<file path="src/rtl/or1200_keccak_cust5_resp.sv">
// l.cust5 front end for a Keccak core: sequences absorb words into a small FIFO,
// captures the 512-bit digest and serves word reads (store ops) with 1-cycle latency.

module or1200_keccak_cust5_fifo #(
    parameter int W     = 34,
    parameter int DEPTH = 4
) (
    input  logic         clk,
    input  logic         rst_n,
    input  logic         push_i,
    input  logic [W-1:0] wdata_i,
    input  logic         pop_i,
    output logic [W-1:0] head_o,
    output logic         empty_o,
    output logic         full_o
);
    localparam int AW = $clog2(DEPTH);

    logic [DEPTH-1:0][W-1:0] mem_q;
    logic [AW-1:0]           wptr_q, rptr_q;
    logic [AW:0]             cnt_q;
    logic                    do_push, do_pop;

    assign empty_o = (cnt_q == '0);
    assign full_o  = (cnt_q == (AW+1)'(DEPTH));
    assign do_push = push_i && !full_o;
    assign do_pop  = pop_i && !empty_o;
    assign head_o  = mem_q[rptr_q];

    always_ff @(posedge clk) begin
        if (!rst_n) begin
            wptr_q <= '0;
            rptr_q <= '0;
            cnt_q  <= '0;
        end else begin
            if (do_push) begin
                mem_q[wptr_q] <= wdata_i;
                wptr_q        <= wptr_q + 1'b1;
            end
            if (do_pop) begin
                rptr_q <= rptr_q + 1'b1;
            end
            case ({do_push, do_pop})
                2'b10:   cnt_q <= cnt_q + 1'b1;
                2'b01:   cnt_q <= cnt_q - 1'b1;
                default: ;
            endcase
        end
    end
endmodule

module or1200_keccak_cust5_resp (
    input  logic         clk,
    input  logic         rst_n,
    input  logic         cmd_valid,
    input  logic [4:0]   cmd_op,
    input  logic [5:0]   cmd_limm,
    input  logic [31:0]  cmd_data,
    output logic         cmd_stall,
    output logic [31:0]  rdata,
    output logic         rdata_valid,
    output logic         cmd_err,
    output logic         core_in_valid,
    output logic [31:0]  core_in_data,
    output logic         core_in_first,
    output logic         core_in_last,
    input  logic         core_in_ready,
    input  logic         core_out_valid,
    input  logic [511:0] core_out_data
);
    typedef enum logic [1:0] {
        S_IDLE,
        S_ABSORB,
        S_WAIT_DONE,
        S_READY
    } state_e;

    typedef struct packed {
        logic        first;
        logic        last;
        logic [31:0] data;
    } absorb_t;

    localparam logic [4:0] OP_START  = 5'b00100;
    localparam logic [4:0] OP_MIDDLE = 5'b00010;
    localparam logic [4:0] OP_END    = 5'b00001;
    localparam logic [4:0] OP_STORE  = 5'b01000;

    state_e            state_q, state_d;
    logic [15:0][31:0] digest_q, digest_d;
    logic              digest_valid_q, digest_valid_d;
    logic [31:0]       rdata_q, rdata_d;
    logic              rdata_valid_q, rdata_valid_d;
    logic              cmd_err_q, cmd_err_d;

    logic              is_start, is_middle, is_end, is_store, is_absorb;
    logic              accept;
    logic              fifo_push, fifo_empty, fifo_full;
    absorb_t           push_word, head_word;

    or1200_keccak_cust5_fifo #(
        .W     ($bits(absorb_t)),
        .DEPTH (4)
    ) u_fifo (
        .clk     (clk),
        .rst_n   (rst_n),
        .push_i  (fifo_push),
        .wdata_i (push_word),
        .pop_i   (core_in_ready),
        .head_o  (head_word),
        .empty_o (fifo_empty),
        .full_o  (fifo_full)
    );

    assign core_in_valid = !fifo_empty;
    assign core_in_data  = head_word.data;
    assign core_in_first = head_word.first;
    assign core_in_last  = head_word.last;

    assign rdata       = rdata_q;
    assign rdata_valid = rdata_valid_q;
    assign cmd_err     = cmd_err_q;

    // Full stalls absorb ops even if the head pops this cycle: no bypass path.
    always_comb begin
        is_start  = (cmd_op == OP_START);
        is_middle = (cmd_op == OP_MIDDLE);
        is_end    = (cmd_op == OP_END);
        is_store  = (cmd_op == OP_STORE);
        is_absorb = is_start || is_middle || is_end;
        cmd_stall = cmd_valid && ((is_absorb && fifo_full) ||
                                  (is_store && (state_q == S_WAIT_DONE)));
        accept    = cmd_valid && !cmd_stall;
    end

    always_comb begin
        state_d        = state_q;
        digest_d       = digest_q;
        digest_valid_d = digest_valid_q;
        rdata_d        = rdata_q;
        rdata_valid_d  = 1'b0;
        cmd_err_d      = 1'b0;
        fifo_push      = 1'b0;
        push_word      = '{first: 1'b0, last: 1'b0, data: cmd_data};

        if (accept) begin
            if (is_start) begin
                if (state_q == S_IDLE || state_q == S_READY) begin
                    fifo_push       = 1'b1;
                    push_word.first = 1'b1;
                    digest_valid_d  = 1'b0;
                    state_d         = S_ABSORB;
                end else begin
                    cmd_err_d = 1'b1;
                end
            end else if (is_middle) begin
                if (state_q == S_ABSORB) begin
                    fifo_push = 1'b1;
                end else begin
                    cmd_err_d = 1'b1;
                end
            end else if (is_end) begin
                if (state_q == S_ABSORB) begin
                    fifo_push      = 1'b1;
                    push_word.last = 1'b1;
                    state_d        = S_WAIT_DONE;
                end else begin
                    cmd_err_d = 1'b1;
                end
            end else if (is_store) begin
                rdata_valid_d = 1'b1;
                if (cmd_limm[5:4] == 2'b00 && digest_valid_q) begin
                    rdata_d = digest_q[cmd_limm[3:0]];
                end else begin
                    rdata_d   = '0;
                    cmd_err_d = 1'b1;
                end
            end
        end

        // Commands accepted in WAIT_DONE never change state, so capture cannot collide.
        if (state_q == S_WAIT_DONE && core_out_valid) begin
            digest_d       = core_out_data;
            digest_valid_d = 1'b1;
            state_d        = S_READY;
        end
    end

    always_ff @(posedge clk) begin
        if (!rst_n) begin
            state_q        <= S_IDLE;
            digest_q       <= '0;
            digest_valid_q <= 1'b0;
            rdata_q        <= '0;
            rdata_valid_q  <= 1'b0;
            cmd_err_q      <= 1'b0;
        end else begin
            state_q        <= state_d;
            digest_q       <= digest_d;
            digest_valid_q <= digest_valid_d;
            rdata_q        <= rdata_d;
            rdata_valid_q  <= rdata_valid_d;
            cmd_err_q      <= cmd_err_d;
        end
    end
endmodule

</file>
<file path="config.mk">
export PLATFORM = sky130hd
export DESIGN_NAME = or1200_keccak_cust5_resp
export DESIGN_NICKNAME = d
export VERILOG_FILES = /design/src/rtl/or1200_keccak_cust5_resp.sv
export SDC_FILE = /design/constraint.sdc
export NUM_CORES = 1
export LEC_CHECK = 0
export ABC_CLOCK_PERIOD_IN_PS = 8800
export CAP_MARGIN = 20
export CORE_MARGIN = 1.5
export CORE_UTILIZATION = 35
export DETAILED_ROUTE_END_ITERATION = 7
export PLACE_DENSITY = 0.68
export REMOVE_ABC_BUFFERS = 1
export SETUP_SLACK_MARGIN = 0.05
export SLEW_MARGIN = 20
export SYNTH_ARGS = -nofsm -noshare
export SYNTH_HDL_FRONTEND = slang
export SYNTH_HIERARCHICAL = 1
export SYNTH_SLANG_ARGS = --single-unit
</file>
<file path="constraint.sdc">
create_clock -name clk -period 8.8 [get_ports clk]
set_input_delay 2.2 -clock clk [delete_from_list [all_inputs] [get_ports clk]]
set_output_delay 2.2 -clock clk [all_outputs]
set_load 0.03 [all_outputs]
</file>
==> run_results.csv <==
group,metric,value,unit
yosys,async_flop_share,0,%
finish,drive_gt1_share,8.98,%
clock_network,postCtsResizedCells,0,
finish,syn2layout_area_growth,33.7,%
clock_network,htreeDepth,3,
finish,stdcell_area,0.0373,mm^2
worst_setup_path,critPathBufInv,2,
sta,min_period,6770,ps
sta,hold_violations,0,
floorplan,row_count,103,
global_route,grt-ovfl-total,0,
placed_design,io_buffers,629,
route,vias_per_cell,5.04,
floorplan,die_y,285,um
yosys,syn-cell-area,0.0279,mm^2
floorplan,core_area,0.0790,mm^2
clock_network,clk_root_buffer_cell,"clkbuf_16",
floorplan,pin_count,630,
worst_setup_path,rrSetupSlack,5880,ps
worst_setup_path,crit_arrival,4570,ps
sta,setup_viol,0,
finish,final_cell_mix,"1066 x nand2_1, 627 x clkdlybuf4s50_1, 555 x dfxtp_1",
pwr,vdd_drop_max,0.140,mV
yosys,synth.avg_cell_area,9.72,um^2
yosys,yosys.cell_types.count,47,
yosys,yosys_warnings,6,
sta,fin_crit_sh,76.9,%
sta,relSlewSlack,16.8,%
min_path,hold_depth,2,
worst_setup_path,critPathMaxFanout,7,
clock_network,clock-sinks,692,
route,wirelength,83.6,mm
clock_network,clk_pin_slew,60,ps
sta,finClkSkew,36.8,ps
worst_setup_path,cp-start-kind,"primary input",
global_route,grt_pass1_wl,127,mm
route,drt-wirelength-per-cell,18.7,um
flow_run,cap_violations,0,
pwr,power.density,183,mW/mm^2
worst_setup_path,critical_path.most_common_cell,"clkdlybuf4s50_1",
clock_network,clk_latency,630,ps
sta,rsz0062_at_grt,"no",
worst_setup_path,cp_slowest_cell,"clkdlybuf4s50_1",
finish,fin_nets,3934,
route,ant_nets,0,
yosys,ys_seq_area_share,54.5,%
floorplan,die_area,0.0814,mm^2
finish,fillers,7377,
worst_setup_path,cp_top_family,"buffers and inverters",
global_route,grt_use_total,20.0,%
global_route,grt_pass1_vias,22000,
pwr,finalPower,0.00683,W
placed_design,routabilityCongestion,0.836,
worst_setup_path,reg2reg_to,"digest_q[75]$_SDFFE_PN0P_",
placed_design,hpwl,54.1,mm
worst_setup_path,r2r-start,"state_q[0]$_SDFFE_PN0P_",
worst_setup_path,slowest_delay,790,ps
min_path,hp-class,"reg -> reg",
min_path,worstHoldStart,"rdata[25]$_SDFFE_PN0P_",
sta,max_freq,148,MHz
floorplan,die_w,285,um
clock_network,numCtsBuffers,74,
route,drc,0,
clock_network,cts_tree,"done",
clock_network,hold_buffers,0,
clock_network,postCtsSetupRepairBufs,0,
route,drt_iter0_markers,1554,
pwr,power_leakage,12.0,nW
finish,layout_commonest_cell,"nand2_1",
global_route,grt_antenna_before_repair,30,
yosys,ys_ff_latch,692,
worst_setup_path,critPathKind,"in -> out",
yosys,synth_enable_flop_cells,136,
worst_setup_path,path_cells,"clkdlybuf4s50_1, or3b_2, o21ai_0, nand3_1, a21oi_1, clkdlybuf4s50_1",
worst_setup_path,endpoint_kind,"output port",
floorplan,start_util,35.3,%
route,num_vias,22600,
yosys,synth_ff_type,"dfxtp_1",
placed_design,place_area,0.0348,mm^2
worst_setup_path,worstRegToRegCells,6,
sta,tightest_slew,1250,ps
global_route,grt_max_degree,217,
worst_setup_path,required,6600,ps
clock_network,clockBufferDepth,3,
yosys,synthCells,2869,
route,dr.pass1.iters,5,
min_path,hold_path_end,"rdata[25]$_SDFFE_PN0P_",
status,outcome,"finished, final reports clean",
sta,slew_viol_final,0,
==> kinds of logic (layout without fill, tap and decap cells) <==
logic type / Yosys count / count (layout) / synth area share, %
other: 0 / 11 / 0
xor gates and xnor gates: 3 / 3 / 0.0942
muxes: 164 / 164 / 13.2
and+or+nand+nor: 1135 / 1135 / 15.7
DFF: 692 / 692 / 54.5
adders and majority gates: 8 / 8 / 0.386
buffers and inverters: 241 / 792 / 3.89
AOI/OAI and AO/OA: 626 / 626 / 12.2
==> synth_stat cells, drive strengths merged, types with 2 or more instances <==
cell / n / area (um^2)
nand2: 1068 / 4010
nor3: 3 / 20.0
a22o: 64 / 561
mux2i: 2 / 20.0
nor2: 38 / 143
nand3: 3 / 15.0
ha: 7 / 87.6
or3: 2 / 12.5
xnor2: 2 / 17.5
edfxtp: 136 / 4080
a311oi: 2 / 17.5
a21oi: 516 / 2580
nand4b: 2 / 17.5
nor2b: 4 / 25.0
mux4: 162 / 3670
nand2b: 2 / 20.0
and2: 4 / 25.0
o21ai: 37 / 185
dfxtp: 556 / 11100
and3: 4 / 25.0
clkbuf: 137 / 517
a21boi: 2 / 15.0
buf: 92 / 524
inv: 12 / 45.0
==> stage by stage <==
stage	hold WS (ps)	setup TNS (ps)	cells	util [%]	setup slack, ps
6_report	442	0	4481	47.2	2030
2_1_floorplan	433	-1282430	2640	-	-4320
5_1_grt	465	0	4477	47.2	1890
3_5_place_dp	438	0	4340	44.0	2070
3_3_place_gp	432	0	4340	44.0	2060
4_1_cts	446	0	4470	47.2	2050
==> metal layers <==
| metal | GRT usage, % | vias up | wire [um] |
|---|---|---|---|
| met1 | 24.5 | 10800 | 33400 |
| li1 | - | 10800 | - |
| met4 | 7.13 | 38 | 2730 |
| met5 | 0 | - | 264 |
| met2 | 33.1 | 729 | 40200 |
| met3 | 6.28 | 185 | 7070 |
==> tightest hold or removal path, stage by stage, from the launching register on <==
cell and delay (ps):
dfxtp_1 310, nand2_1 50, o21ai_1 50
==> state kept, by name (all words and copies together), names as in the netlist <==
register and count:
digest_q 512, u_fifo/mem_q 136, rdata 32, u_fifo/cnt_q 3, state_q 2, u_fifo/rptr_q 2, u_fifo/wptr_q 2, cmd_err 1
digest_valid_q 1, rdata_valid 1
==> worst max path at each step <==
stage / startpoint / end / slack [ps] / cells past startpoint
after detailed placement: cmd_op[2] / cmd_stall / 2070 / 6
final: cmd_op[2] / cmd_stall / 2030 / 6
after global routing: cmd_op[2] / cmd_stall / 1890 / 6
after floorplan: rst_n / rdata[0]$_SDFFE_PN0P_ / -4320 / 4
after global placement: cmd_op[2] / cmd_stall / 2060 / 6
after CTS: cmd_op[2] / cmd_stall / 2050 / 6
==> layout make-up <==
type	count	area, um^2	area share [%]
diodes	11	27.5	0.0738
clock buffers	106	2140	5.75
clock inverters	24	333	0.892
inverters	12	52.6	0.141
multi-input cells	1936	11600	31.2
flip-flops and latches	692	15200	40.8
well taps	1050	1310	3.52
repair buffers	650	6560	17.6
==> report_power, final <==
part	internal [W]	switching, W
combinational	0.000263	0.000172
clock	0.00186	0.00130
sequential	0.00323	0.00000100
Power figures use the tool's default switching activity.
